**src/rtl/par_bank_filter_pkg.sv**
```systemverilog
// Shared types and helpers for the banked 3-tap pixel filter.
// PBF_MEDIAN_EN in the lane/top enables the median kernel.
package par_filter_pkg;

    typedef enum logic [1:0] {
        IDLE  = 2'd0,
        READ  = 2'd1,
        DRAIN = 2'd2,
        DONE  = 2'd3
    } state_t;

    localparam logic MODE_MEAN   = 1'b0;
    localparam logic MODE_MEDIAN = 1'b1;

    localparam int MED_W = 32;

    function automatic logic [MED_W-1:0] med3(
        input logic [MED_W-1:0] a,
        input logic [MED_W-1:0] b,
        input logic [MED_W-1:0] c
    );
        logic [MED_W-1:0] lo;
        logic [MED_W-1:0] hi;
        logic [MED_W-1:0] m;
        lo = (a < b) ? a : b;
        hi = (a < b) ? b : a;
        m  = (hi < c) ? hi : c;
        return (lo > m) ? lo : m;
    endfunction

endpackage

```
**src/rtl/par_bank_filter_lane.sv**
```systemverilog
// One lane: 3-pixel sliding window with edge replication and kernel.
// Median kernel compiled only when PBF_MEDIAN_EN is defined.
module pbf_lane
    import par_filter_pkg::*;
#(
    parameter int PIX_W = 8
) (
    input  logic             clk,
    input  logic             rst,
    input  logic [PIX_W-1:0] pix_i,
    input  logic             load_i,
    input  logic             shift_i,
    input  logic             flush_i,
    input  logic             median_i,
    output logic [PIX_W-1:0] res_o
);

    logic [PIX_W-1:0] a_q;
    logic [PIX_W-1:0] a_d;
    logic [PIX_W-1:0] b_q;
    logic [PIX_W-1:0] b_d;
    logic [PIX_W-1:0] c;
    logic [PIX_W+1:0] sum;
    logic [PIX_W-1:0] mean;

    // First pixel of a line fills both taps so p[-1] replicates p[0].
    always_comb begin
        a_d = a_q;
        b_d = b_q;
        if (load_i) begin
            a_d = pix_i;
            b_d = pix_i;
        end else if (shift_i) begin
            a_d = b_q;
            b_d = pix_i;
        end
    end

    always_ff @(posedge clk) begin
        if (rst) begin
            a_q <= '0;
            b_q <= '0;
        end else begin
            a_q <= a_d;
            b_q <= b_d;
        end
    end

    assign c    = flush_i ? b_q : pix_i;
    assign sum  = {2'b00, a_q} + {1'b0, b_q, 1'b0} + {2'b00, c};
    assign mean = sum[PIX_W+1:2];

`ifdef PBF_MEDIAN_EN
    logic [PIX_W-1:0] med;
    assign med   = PIX_W'(med3(MED_W'(a_q), MED_W'(b_q), MED_W'(c)));
    assign res_o = median_i ? med : mean;
`else
    logic unused_median;
    assign unused_median = median_i;
    assign res_o         = mean;
`endif

endmodule

```
**src/rtl/par_bank_filter.sv**
```systemverilog
// Banked lockstep 3-tap horizontal filter with valid/ready output.
// PBF_MEDIAN_EN adds the median kernel selected by mode.
module par_bank_filter
    import par_filter_pkg::*;
#(
    parameter int NUM_BANKS = 8,
    parameter int PIX_W     = 8,
    parameter int LINE_W    = 86,
    parameter int NUM_LINES = 102,
    parameter int ADDR_W    = $clog2(LINE_W * NUM_LINES)
) (
    input  logic                       clk,
    input  logic                       rst,
    input  logic                       start,
    input  logic                       mode,
    output logic                       mem_rd_en,
    output logic [ADDR_W-1:0]          mem_addr,
    input  logic [NUM_BANKS*PIX_W-1:0] mem_rdata,
    output logic                       out_valid,
    input  logic                       out_ready,
    output logic [NUM_BANKS*PIX_W-1:0] out_data,
    output logic                       busy,
    output logic                       done
);

    localparam int VW  = NUM_BANKS * PIX_W;
    localparam int XW  = $clog2(LINE_W);
    localparam int LNW = (NUM_LINES > 1) ? $clog2(NUM_LINES) : 1;

    localparam logic [XW-1:0]  X_LAST  = XW'(LINE_W - 1);
    localparam logic [LNW-1:0] LN_LAST = LNW'(NUM_LINES - 1);

    state_t            state_q;
    state_t            state_d;
    logic [XW-1:0]     x_q;
    logic [XW-1:0]     x_d;
    logic [XW-1:0]     ax_q;
    logic [XW-1:0]     ax_d;
    logic [LNW-1:0]    ln_q;
    logic [LNW-1:0]    ln_d;
    logic [ADDR_W-1:0] addr_q;
    logic [ADDR_W-1:0] addr_d;
    logic              mode_q;
    logic              mode_d;
    logic              rdv_q;
    logic              pend_q;
    logic              pend_d;
    logic [VW-1:0]     pdat_q;
    logic [VW-1:0]     pdat_d;
    logic              fl_q;
    logic              fl_d;
    logic              ov_q;
    logic              ov_d;
    logic              olast_q;
    logic              olast_d;
    logic [VW-1:0]     od_q;
    logic [VW-1:0]     od_d;

    logic          src_v;
    logic [VW-1:0] src;
    logic          out_free;
    logic          first;
    logic          acc;
    logic          emit;
    logic          rd;
    logic          hs_last;
    logic [VW-1:0] res;

    // Pixel source: the skid slot is older than data arriving this cycle.
    assign src_v    = pend_q | rdv_q;
    assign src      = pend_q ? pdat_q : mem_rdata;
    assign out_free = !ov_q | out_ready;
    assign first    = (ax_q == '0);
    assign acc      = src_v & (first | out_free);
    assign emit     = (acc & !first) | (fl_q & out_free);
    assign hs_last  = ov_q & out_ready & olast_q;

    genvar k;
    generate
        for (k = 0; k < NUM_BANKS; k++) begin : g_lane
            pbf_lane #(
                .PIX_W (PIX_W)
            ) u_lane (
                .clk      (clk),
                .rst      (rst),
                .pix_i    (src[k*PIX_W +: PIX_W]),
                .load_i   (acc & first),
                .shift_i  (acc & !first),
                .flush_i  (fl_q),
                .median_i (mode_q == MODE_MEDIAN),
                .res_o    (res[k*PIX_W +: PIX_W])
            );
        end
    endgenerate

    // Skid slot occupancy after this cycle; a read is only issued when
    // the slot will be empty, so a fully stalled next cycle still fits.
    always_comb begin
        pend_d = pend_q;
        pdat_d = pdat_q;
        if (pend_q) begin
            pend_d = !acc | rdv_q;
        end else begin
            pend_d = rdv_q & !acc;
        end
        if (rdv_q && (pend_q == acc)) begin
            pdat_d = mem_rdata;
        end
    end

    assign rd = (state_q == READ) & !pend_d;

    always_comb begin
        ax_d    = ax_q;
        fl_d    = fl_q & !out_free;
        ov_d    = ov_q;
        olast_d = olast_q;
        od_d    = od_q;
        if (acc) begin
            ax_d = (ax_q == X_LAST) ? '0 : ax_q + 1'b1;
            if (ax_q == X_LAST) begin
                fl_d = 1'b1;
            end
        end
        if (emit) begin
            ov_d    = 1'b1;
            od_d    = res;
            olast_d = fl_q;
        end else if (out_ready) begin
            ov_d = 1'b0;
        end
    end

    always_comb begin
        state_d = state_q;
        x_d     = x_q;
        ln_d    = ln_q;
        addr_d  = addr_q;
        mode_d  = mode_q;
        unique case (state_q)
            IDLE: begin
                if (start) begin
                    state_d = READ;
                    x_d     = '0;
                    ln_d    = '0;
                    addr_d  = '0;
                    mode_d  = mode;
                end
            end
            READ: begin
                if (rd) begin
                    addr_d = addr_q + 1'b1;
                    x_d    = x_q + 1'b1;
                    if (x_q == X_LAST) begin
                        x_d     = '0;
                        state_d = DRAIN;
                    end
                end
            end
            DRAIN: begin
                if (hs_last) begin
                    if (ln_q == LN_LAST) begin
                        state_d = DONE;
                    end else begin
                        ln_d    = ln_q + 1'b1;
                        state_d = READ;
                    end
                end
            end
            DONE: begin
                state_d = IDLE;
            end
            default: begin
                state_d = IDLE;
            end
        endcase
    end

    always_ff @(posedge clk) begin
        if (rst) begin
            state_q <= IDLE;
            x_q     <= '0;
            ax_q    <= '0;
            ln_q    <= '0;
            addr_q  <= '0;
            mode_q  <= MODE_MEAN;
            rdv_q   <= 1'b0;
            pend_q  <= 1'b0;
            pdat_q  <= '0;
            fl_q    <= 1'b0;
            ov_q    <= 1'b0;
            olast_q <= 1'b0;
            od_q    <= '0;
        end else begin
            state_q <= state_d;
            x_q     <= x_d;
            ax_q    <= ax_d;
            ln_q    <= ln_d;
            addr_q  <= addr_d;
            mode_q  <= mode_d;
            rdv_q   <= rd;
            pend_q  <= pend_d;
            pdat_q  <= pdat_d;
            fl_q    <= fl_d;
            ov_q    <= ov_d;
            olast_q <= olast_d;
            od_q    <= od_d;
        end
    end

    assign mem_rd_en = rd;
    assign mem_addr  = addr_q;
    assign out_valid = ov_q;
    assign out_data  = od_q;
    assign busy      = (state_q == READ) | (state_q == DRAIN);
    assign done      = (state_q == DONE);

endmodule

```
**config.mk**
```make
export PLATFORM = sky130hd
export DESIGN_NAME = par_bank_filter
export DESIGN_NICKNAME = d
export VERILOG_FILES = /design/src/rtl/par_bank_filter_pkg.sv /design/src/rtl/par_bank_filter_lane.sv /design/src/rtl/par_bank_filter.sv
export SDC_FILE = /design/constraint.sdc
export NUM_CORES = 1
export LEC_CHECK = 0
export ABC_AREA = 1
export CAP_MARGIN = 20
export CORE_UTILIZATION = 50
export DETAILED_ROUTE_END_ITERATION = 8
export GPL_TIMING_DRIVEN = 0
export PLACE_DENSITY_LB_ADDON = 0.3
export SLEW_MARGIN = 20
export SYNTH_ARGS = -nofsm -noshare
export SYNTH_HDL_FRONTEND = slang
export SYNTH_SLANG_ARGS = --single-unit
export TNS_END_PERCENT = 1
```
**constraint.sdc**
```tcl
create_clock -name clk -period 6.5 [get_ports clk]
set_clock_uncertainty 0.15 [all_clocks]
set_input_delay 0.65 -clock clk [delete_from_list [all_inputs] [get_ports clk]]
set_output_delay 0.65 -clock clk [all_outputs]
set_load 0.1 [all_outputs]
```
==> Yosys cells after proc, flatten, opt, wreduce, memory -nomap -nowiden <==
Index checks and enable logic that the tools add are counted.
{ "totals": {"out_inout_bits": 82, "register_bits": 298, "word_cells": 153, "inputBits": 69} }
{ "classes": {"n_mux": 63, "bitwise_logic": 15, "addsub": 20, "eq_ne": 12, "reduce_logical": 15} }
{ "ops": {"columns": ["op", "count"], "rows": [
  ["$mux 8", 40],
  ["$add 10x8->10", 8],
  ["$add 8x9->10", 8],
  ["$mux 64", 1],
  ["$mux 7", 6],
  ["$mux 14", 2],
  ["$pmux 14 s2", 1],
  ["$pmux 7 s2", 2],
  ["$add 7x1->7 const B", 3],
  ["$eq 7x7->1 const B", 3],
  ["$add 14x1->14 const B", 1],
  ["$mux 2", 5],
  ["$ne 2x2->1 const B", 5],
  ["$and 1x1->1", 9],
  ["$pmux 2 s4", 1],
  ["$reduce_and 4->1", 2],
  ["$reduce_bool 2->1", 4],
  ["$logic_not 7->1", 1],
  ["$or 1x1->1", 6],
  ["$logic_not 1->1", 5],
  ["$mux 1", 5],
  ["$eq 2x2->1 const B", 2],
  ["$reduce_and 3->1", 1],
  ["$eq 2x1->1 const B", 1],
  ["other kinds (3)", 3]
]} }

==> Depth between registers and ports, before layout <==
Gate-level depths: netlist of the first run.
{ "depth": {"word_depth": 11, "ltp_mapped": 19, "depth_no_buf": 17} }

==> By module <==
From an unflattened synthesis of the first run, not the netlist that was laid out.
{ "hier_totals": {"cells_unflattened": 2421, "hier_area_um2": 17515.5} }
{ "by_module_without_submodules": {"columns": ["module", "n_inst", "area_per_inst_um2", "seq_area_each_um2", "cells_per_inst"], "rows": [
  ["par_bank_filter", 1, 7688.6, 3423.3, 1091],
  ["pbf_lane at g_lane[2].u_lane ...", 5, 1218.7, 320.3, 166],
  ["pbf_lane at g_lane[0].u_lane ...", 2, 1247.4, 320.3, 167],
  ["pbf_lane at g_lane[7].u_lane", 1, 1238.7, 320.3, 166]
]} }

==> Worst setup path after synthesis of the first run <==
Ideal clock, no wire load.
{ "synth_timing": {"path_kind": "reg-to-output", "start": "register ov_q (netlist: out_valid)", "end": "output port mem_rd_en", "t_arrival_ns": 2.552, "path_stages_with_launch": 8, "path_buffers": 0, "setup_slack_ns": 3.148, "required_time_ns": 5.700, "cell_sequence": "dfxtp_1 -> inv_1 -> nor2_4 -> nand2_4 -> nand2_4 -> nand2_4 -> nand2_2 -> nor2_1"} }
{ "synth_between": {"elab_chain_len": 9, "elab_cells_between_ends": 10, "classes_between": "1 x mux; 6 x bitwise; 3 x reduce/logical"} }
{ "synth_lines": {"columns": ["element", "line", "text"], "rows": [
  ["start: declaration", "par_bank_filter.sv:52", "logic ov_q;"],
  ["start signal: assignment", "par_bank_filter.sv:205", "ov_q <= ov_d;"],
  ["$logic_not 1->1 (*)", "par_bank_filter.sv:72", "assign out_free = !ov_q | out_ready;"],
  ["$or 1x1->1 (*)", "par_bank_filter.sv:72", null],
  ["$or 1x1->1 (*)", "par_bank_filter.sv:74", "assign acc = src_v & (first | out_free);"],
  ["$and 1x1->1 (*)", "par_bank_filter.sv:74", null],
  ["$logic_not 1->1 (*)", "par_bank_filter.sv:102, par_bank_filter.sv:104", null],
  ["$and 1x1->1 / $or 1x1->1 (equally long branches)", "par_bank_filter.sv:104, par_bank_filter.sv:102", null],
  ["$mux 1 (*)", "par_bank_filter.sv:101", "if (pend_q) begin"],
  ["$logic_not 1->1 (*)", "par_bank_filter.sv:111", "assign rd = (state_q == READ) & !pend_d;"],
  ["$and 1x1->1 (*)", "par_bank_filter.sv:111", null],
  ["end: declaration", "par_bank_filter.sv:16", "output logic mem_rd_en,"]
]} }
Every way passes the cells marked *; elsewhere a longest branch is shown, timed or not.

==> Worst setup path in the final report of the first run <==
{ "layout_timing": {"start": "register pend_q", "end": "register od_q[46] (netlist: out_data[46])"} }
{ "layout_between": {"elab_chain_len": 4, "elab_cells_between_ends": 7, "classes_between": "1 x add/sub; 2 x mux; 4 x bitwise"} }
{ "layout_lines": {"columns": ["element", "line", "text"], "rows": [
  ["start: declaration", "par_bank_filter.sv:46", "logic pend_q;"],
  ["start signal: assignment", "par_bank_filter.sv:202", "pend_q <= pend_d;"],
  ["parallel branches: the longest is 4 deep, another holds $add 10x8->10", null, null],
  ["end signal: assignment", "par_bank_filter.sv:193", "od_q <= '0;"],
  ["end signal: assignment", "par_bank_filter.sv:207", "od_q <= od_d;"],
  ["end: declaration", "par_bank_filter.sv:56", "logic [VW-1:0] od_q;"]
]} }
Several ways; the timed one is not identified.
A chain may end at the register's enable or synchronous reset.

==> run metrics, run 1 <==
run status finished clean; Final ANT Viol Nets 0; vias per cell 5.772; Top delay family on crit path compound AO/OA/AOI/OAI gates; Placer Congestion 1.014; share of cells above drive strength 1 6.052%; post-synthesis sequential area ratio 35.68%; Max Clk Rate 245.6 MHz; initial antenna violation count 0; clock tree root driver cell clkbuf_16; Tmin final 4.071 ns; commonest non-fill, non-tap cell in the layout nand2_1; Initial Utilization 51.12%; post-synth cell types 43; period utilization 62.64%; Comb pwr share 43.4%; RSZ-0062 raised after global routing false; WL/cell 20.02 µm; PwrDens 394.9 nW/µm²; Crit path largest cell delay 0.90 ns; Total Wirelength 57480 µm; Worst-Skew Late Latency 0.53 ns; Flop pwr share 30.9%; Avg Inst Size Synth 7.538 µm²; headroom to the max-slew limit 28.14%; die height 184.9 µm; Post-Synth Adder-Cell Area 12.75%; critical path endpoint category register; most common flop cell mapped by yosys dfxtp_1; H-tree levels 2; Fin. Hold Viols 0; Clk pwr share 25.7%; PortBufs 148; maxcap violations 0; # clock sinks 298; Post-Layout Cell Count 2871; Pre-antenna DRT Iters 6; CTS clk-pin slew, worst paths 0.06 ns; Cell Chain, Critical Path buf_4 > buf_2 > clkbuf_1 > o21ai_0 > o21ai_0 > fa_1 > ha_1 > a21oi_1 > o21bai_1 > a21oi_1 > a21oi_1 > nor2_1 > nor2_1; Leakage 0.008005 µW; CTS tree done; Worst Max-Slew Pin Slew 1.067 ns; Die X 184.9 µm; worst hold path class register to register; startpoint types register; starting DRC count in detailed routing 1924; #FFs+latches synth 298; first-pass GRT wire length 87580 µm; Post-Syn Instances 2218; complex-gate fraction of the synthesized area 20.67%; worst-case clock buffer depth 3; Core Area 32700 µm²; critical path required time 6.76 ns; critical-path maximum fanout 10; Critical Path Slowest Stage Cell o21ai_0; Power Internal 4455 µW; Post-layout nets 2605; switching power 3411 µW; critical path arrival 4.34 ns; max-slew violation count 0; Sw Ratio 43.36%; die area 34170 µm²; Placed Cells 2808; final setup fails 0; Critical Path Most Common Cell a21oi_1; n_diodes 0; total power 7866 µW; num ports 151; DP Worst Slack 2.535 ns; YS warnings 0; Buf/Inv on CP 3; final setup margin 2.429 ns; most frequent cells in the layout nand2_1, dfxtp_1, inv_1; Synth Net Count 2419; detailed placement HPWL 43260 µm; Post-synth EDFFs 0; WS Path Type register to register; DRC Markers 0; Post-Synth Simple-Gate Area 19.43%; site row count 66; grt total ovfl 0; Tot GR Track Use 33.92%; VDD IR max 0.0002152 V; Hold Path Depth 2; Setup TNS Final 0 ns; largest family of logic cells by synthesized area compound AO/OA/AOI/OAI gates; vias in the first global route 15.62k; CTS resizes 0; cts-stage hold buffer count 0; r2r worst-path depth 13; Vias 16.57k; Post-Syn Area 16720 µm²; CTS buffer count 36; asr flop ratio synth 0%; Post CTS Setup Buffer Count 0; mux share of post-synthesis cell area 0.2395%; Area growth syn-to-layout 19.14%; FILL cells 2943; largest net degree at the start of global routing 13; Post-Synth XOR/XNOR Area 2.567%; total stage count of the critical path 13
-- Yosys cell counts, types with 5 or more instances --
master	n	share of area [%]
or2_1	7	0.26
o211ai_1	27	1.2
clkbuf_1	72	1.6
nor3_1	19	0.57
a211oi_1	53	2.4
or2_2	20	0.75
nand4_1	17	0.64
a21o_1	12	0.54
ha_1	68	5.1
nand3_1	80	2.4
a21oi_1	196	5.9
buf_6	5	0.34
a31oi_1	39	1.5
o21bai_1	13	0.58
o21ai_1	37	1.1
xnor2_1	20	1.0
buf_2	36	1.1
o21ai_0	216	6.5
dfxtp_1	298	36
xor2_1	29	1.5
buf_4	9	0.40
inv_1	223	5.0
a221oi_1	11	0.58
fa_1	64	7.7
nand2_4	5	0.34
nor2_1	160	3.6
nand2_1	443	9.9
-- through the flow --
step | hold slack (ns) | utilization [%] | instance area (µm²)
6_report | 0.2967 | 60.91 | 19920
5_1_grt | 0.3183 | 60.91 | 19920
4_1_cts | 0.2994 | 60.91 | 19920
3_5_place_dp | 0.2912 | 57.35 | 18750
3_3_place_gp | 0.2851 | 57.35 | 18750
2_1_floorplan | 0.2745 | - | 16720
-- power groups by stage --
stage / registers [µW] / clock network [µW] / logic, µW
finish: 2430 / 2020 / 3420
global route: 2460 / 2100 / 3720
CTS: 2420 / 2030 / 3340
detailed placement: 2450 / 0 / 3320
global placement: 2440 / 0 / 3260
floorplan: 2730 / 0 / 2070
-- per-layer routing --
layer	share of wire [%]	GRT usage, %	vias up
met5	0	0	-
met2	43	52.74	900
met1	41	45.01	7776
met3	11	7.530	154
met4	4.3	15.01	0
li1	-	-	7741
-- cell type report --
cell class	count	area [µm²]	area share (%)
multi-input cells	1566	9305	46.71
flip-flops and latches	298	5966	29.95
repair buffers	148	1481	7.437
clock buffers	53	1056	5.301
inverters	228	858.3	4.309
plain buffers	126	589.3	2.959
well taps	442	553.0	2.776
clock inverters	10	110.1	0.5528
-- registers in the layout, summed over array words and instances (netlist names), 2 cells and up --
signal / cells
g_lane.u_lane.b_q: 64
ln_q: 7
mem_addr: 14
x_q: 7
state_q: 2
out_data: 64
pdat_q: 64
g_lane.u_lane.a_q: 64
ax_q: 7
-- final timing paths --
path                   start           end  slack (ns)
setup / recovery      pend_q  out_data[46]        2.43
hold / removal    pdat_q[33]    pdat_q[33]        0.30
setup reg to reg      pend_q  out_data[46]        2.43
hold reg to reg   pdat_q[33]    pdat_q[33]        0.30
-- worst reg2reg max path, stage by stage (launching register included) --
cell and delay [ns]:
dfxtp_1 0.30, buf_4 0.17, buf_2 0.22, clkbuf_1 0.28, o21ai_0 0.90, o21ai_0 0.26, fa_1 0.50, ha_1 0.37
a21oi_1 0.27, o21bai_1 0.12, a21oi_1 0.18, a21oi_1 0.10, nor2_1 0.10, nor2_1 0.04
-- cells by family (layout without fill, tap and decap cells) --
logic type / Yosys count / after routing
AOI/OAI and AO/OA: 613 / 613
DFF: 298 / 298
and+or+nand+nor: 768 / 768
muxes: 4 / 4
adders and majority gates: 132 / 132
xor gates and xnor gates: 49 / 49
buffers and inverters: 354 / 565
Note: power is estimated with default switching activity, not from simulation.
==> run 2: changes to the inputs <==
==> constraint.sdc (replaced) <==
create_clock -name clk -period 4.2 [get_ports clk]
set_clock_uncertainty 0.15 [all_clocks]
set_input_delay 0.42 -clock clk [delete_from_list [all_inputs] [get_ports clk]]
set_output_delay 0.42 -clock clk [all_outputs]
set_load 0.1 [all_outputs]
==> run 2 against run 1 <==
Against the previous run: non-clock buffer count is the same; worst setup slack lost 2.2 ns; sequential share of layout area is essentially flat; die area is the same; hold slack gained 0.0043 ns; register-to-register slack lost 2.2 ns; critical endpoint is now out_data[21]; highest routed layer unchanged.
==> run metrics, run 2 (synthesis gave the netlist of run 1 again) <==
critical path arrival 4.19 ns (was 4.34 ns); met2 usage 52.74% (unchanged); Die X 184.9 µm (unchanged); worst-case clock buffer depth 3 (unchanged); vias in the first global route 15.62k (unchanged); grt total ovfl 0 (unchanged); WS Path Type register to register (unchanged); largest net degree at the start of global routing 13 (unchanged); Final ANT Viol Nets 0 (unchanged); Fin. Hold Viols 0 (unchanged); Vias 16.54k (was 16.57k); Total Wirelength 57480 µm (about the same); clock tree root driver cell clkbuf_16 (unchanged); most frequent cells in the layout nand2_1, dfxtp_1, inv_1 (unchanged); Most Crowded Layer GR met2 (unchanged); share of cells above drive strength 1 6.175% (was 6.052%); headroom to the max-slew limit 29.36% (was 28.14%); Worst-Skew Late Latency 0.53 ns (about the same); Leakage 0.008015 µW (was 0.008005 µW); Max Clk Rate 253.2 MHz (was 245.6 MHz); CTS buffer count 36 (unchanged); die area 34170 µm² (unchanged); Placer Congestion 1.014 (unchanged); FILL cells 2943 (unchanged); WL/cell 20.02 µm (about the same); M3 GR Usage 7.530% (unchanged); Initial Utilization 51.12% (unchanged); WHS 0.3010 ns (was 0.2967 ns); detailed placement HPWL 43260 µm (unchanged); # clock sinks 298 (unchanged); Post-layout nets 2605 (unchanged); run status finished clean (unchanged); Core Area 32700 µm² (unchanged); CTS clk-pin slew, worst paths 0.06 ns (about the same); critical-path maximum fanout 10 (unchanged); RSZ-0062 raised after global routing false (unchanged); cts-stage hold buffer count 0 (unchanged); period utilization 94.03% (was 62.64%); PortBufs 148 (unchanged); initial antenna violation count 0 (unchanged); site row count 66 (unchanged); Multi-input gate area 9305 µm² (unchanged); commonest non-fill, non-tap cell in the layout nand2_1 (unchanged); maxcap violations 0 (unchanged); Pre-antenna DRT Iters 6 (unchanged); CTS tree done (unchanged); vias per cell 5.762 (was 5.772); final setup fails 0 (unchanged); VDD IR max 0.0003333 V (was 0.0002152 V); worst hold path class register to register (unchanged); H-tree levels 2 (unchanged); Register Area 5966 µm² (unchanged); total power 12180 µW (was 7866 µW); n_diodes 0 (unchanged); GR Layer Usage met1 45.01% (unchanged); DRC Markers 0 (unchanged); Area growth syn-to-layout 19.17% (was 19.14%); Setup TNS Final 0 ns (unchanged); max-slew violation count 0 (unchanged); Worst Max-Slew Pin Slew 1.060 ns (was 1.067 ns); critical path endpoint category register (unchanged); num ports 151 (unchanged); fin util 60.92% (was 60.91%); PwrDens 611.1 nW/µm² (was 394.9 nW/µm²); die height 184.9 µm (unchanged); critical path required time 4.44 ns (was 6.76 ns); starting DRC count in detailed routing 1828 (was 1924); Tot GR Track Use 33.92% (unchanged); first-pass GRT wire length 87580 µm (unchanged); Tmin final 3.949 ns (was 4.071 ns); startpoint types register (unchanged); Post CTS Setup Buffer Count 0 (unchanged)
-- run 2: changes by cell type in the layout (fill, tap and decap cells not counted) --
cell | before | now
o21ai_1 | 37 | 40
clkbuf_2 | 0 | 3
clkbuf_1 | 81 | 78
o21ai_0 | 216 | 213
-- run 2: final cells by class --
type | count | area share (%)
plain buffers | 126 | 2.977
clock buffers | 53 | 5.300
clock inverters | 10 | 0.5527
inverters | 228 | 4.308
multi-input cells | 1566 | 46.71
flip-flops and latches | 298 | 29.94
well taps | 442 | 2.776
repair buffers | 148 | 7.436
-- run 2: metal layers --
metal / part of all wire (%) / vias up / wire, µm
li1: - / 7723 / -
met1: 42 / 7763 / 23870
met2: 43 / 907 / 24960
met3: 11 / 151 / 6251
met4: 4.2 / 0 / 2403
met5: 0 / - / 0
-- run 2: path summary, 6_finish.rpt --
path,cells past startpoint,endpoint,start,slack (ns)
setup / recovery,14,out_data[21],fl_q,0.25
setup reg to reg,14,out_data[21],fl_q,0.25
hold reg to reg,2,pdat_q[29],pdat_q[29],0.30
hold / removal,2,pdat_q[29],pdat_q[29],0.30
-- run 2: through the flow --
| step | cells | setup slack, ns | area (µm²) |
|---|---|---|---|
| finish | 2871 | 0.2508 | 19920 |
| CTS | 2871 | 0.2274 | 19920 |
| global route | 2871 | 0.06076 | 19920 |
| floorplan | 2218 | 1.045 | 16720 |
| global placement | 2808 | 0.2660 | 18750 |
| detailed placement | 2808 | 0.2569 | 18750 |
-- run 2: power breakdown --
part | internal [µW] | total, µW | switching (µW)
Clock | 1870 | 3130 | 1270
Sequential | 3270 | 3750 | 479
Combinational | 1760 | 5290 | 3530
Total | 6900 | 12200 | 5280
-- run 2: timing repair --
action | CTS | global route
resized for setup | 0 | 9
hold endpoints to repair | 0 | 0
setup endpoints to repair | 0 | 6
-- run 2: critical path, cell delays in order, from the launching register on --
cell and delay [ns]:
dfxtp_1 0.30, buf_2 0.27, buf_2 0.33, clkbuf_1 0.54
o21ai_0 0.28, fa_1 0.57, nand2_1 0.05, nor2_1 0.14
nand2_1 0.08, fa_1 0.43, inv_1 0.10, nand4_1 0.10
o211ai_1 0.15, xor2_1 0.23, a21oi_1 0.09
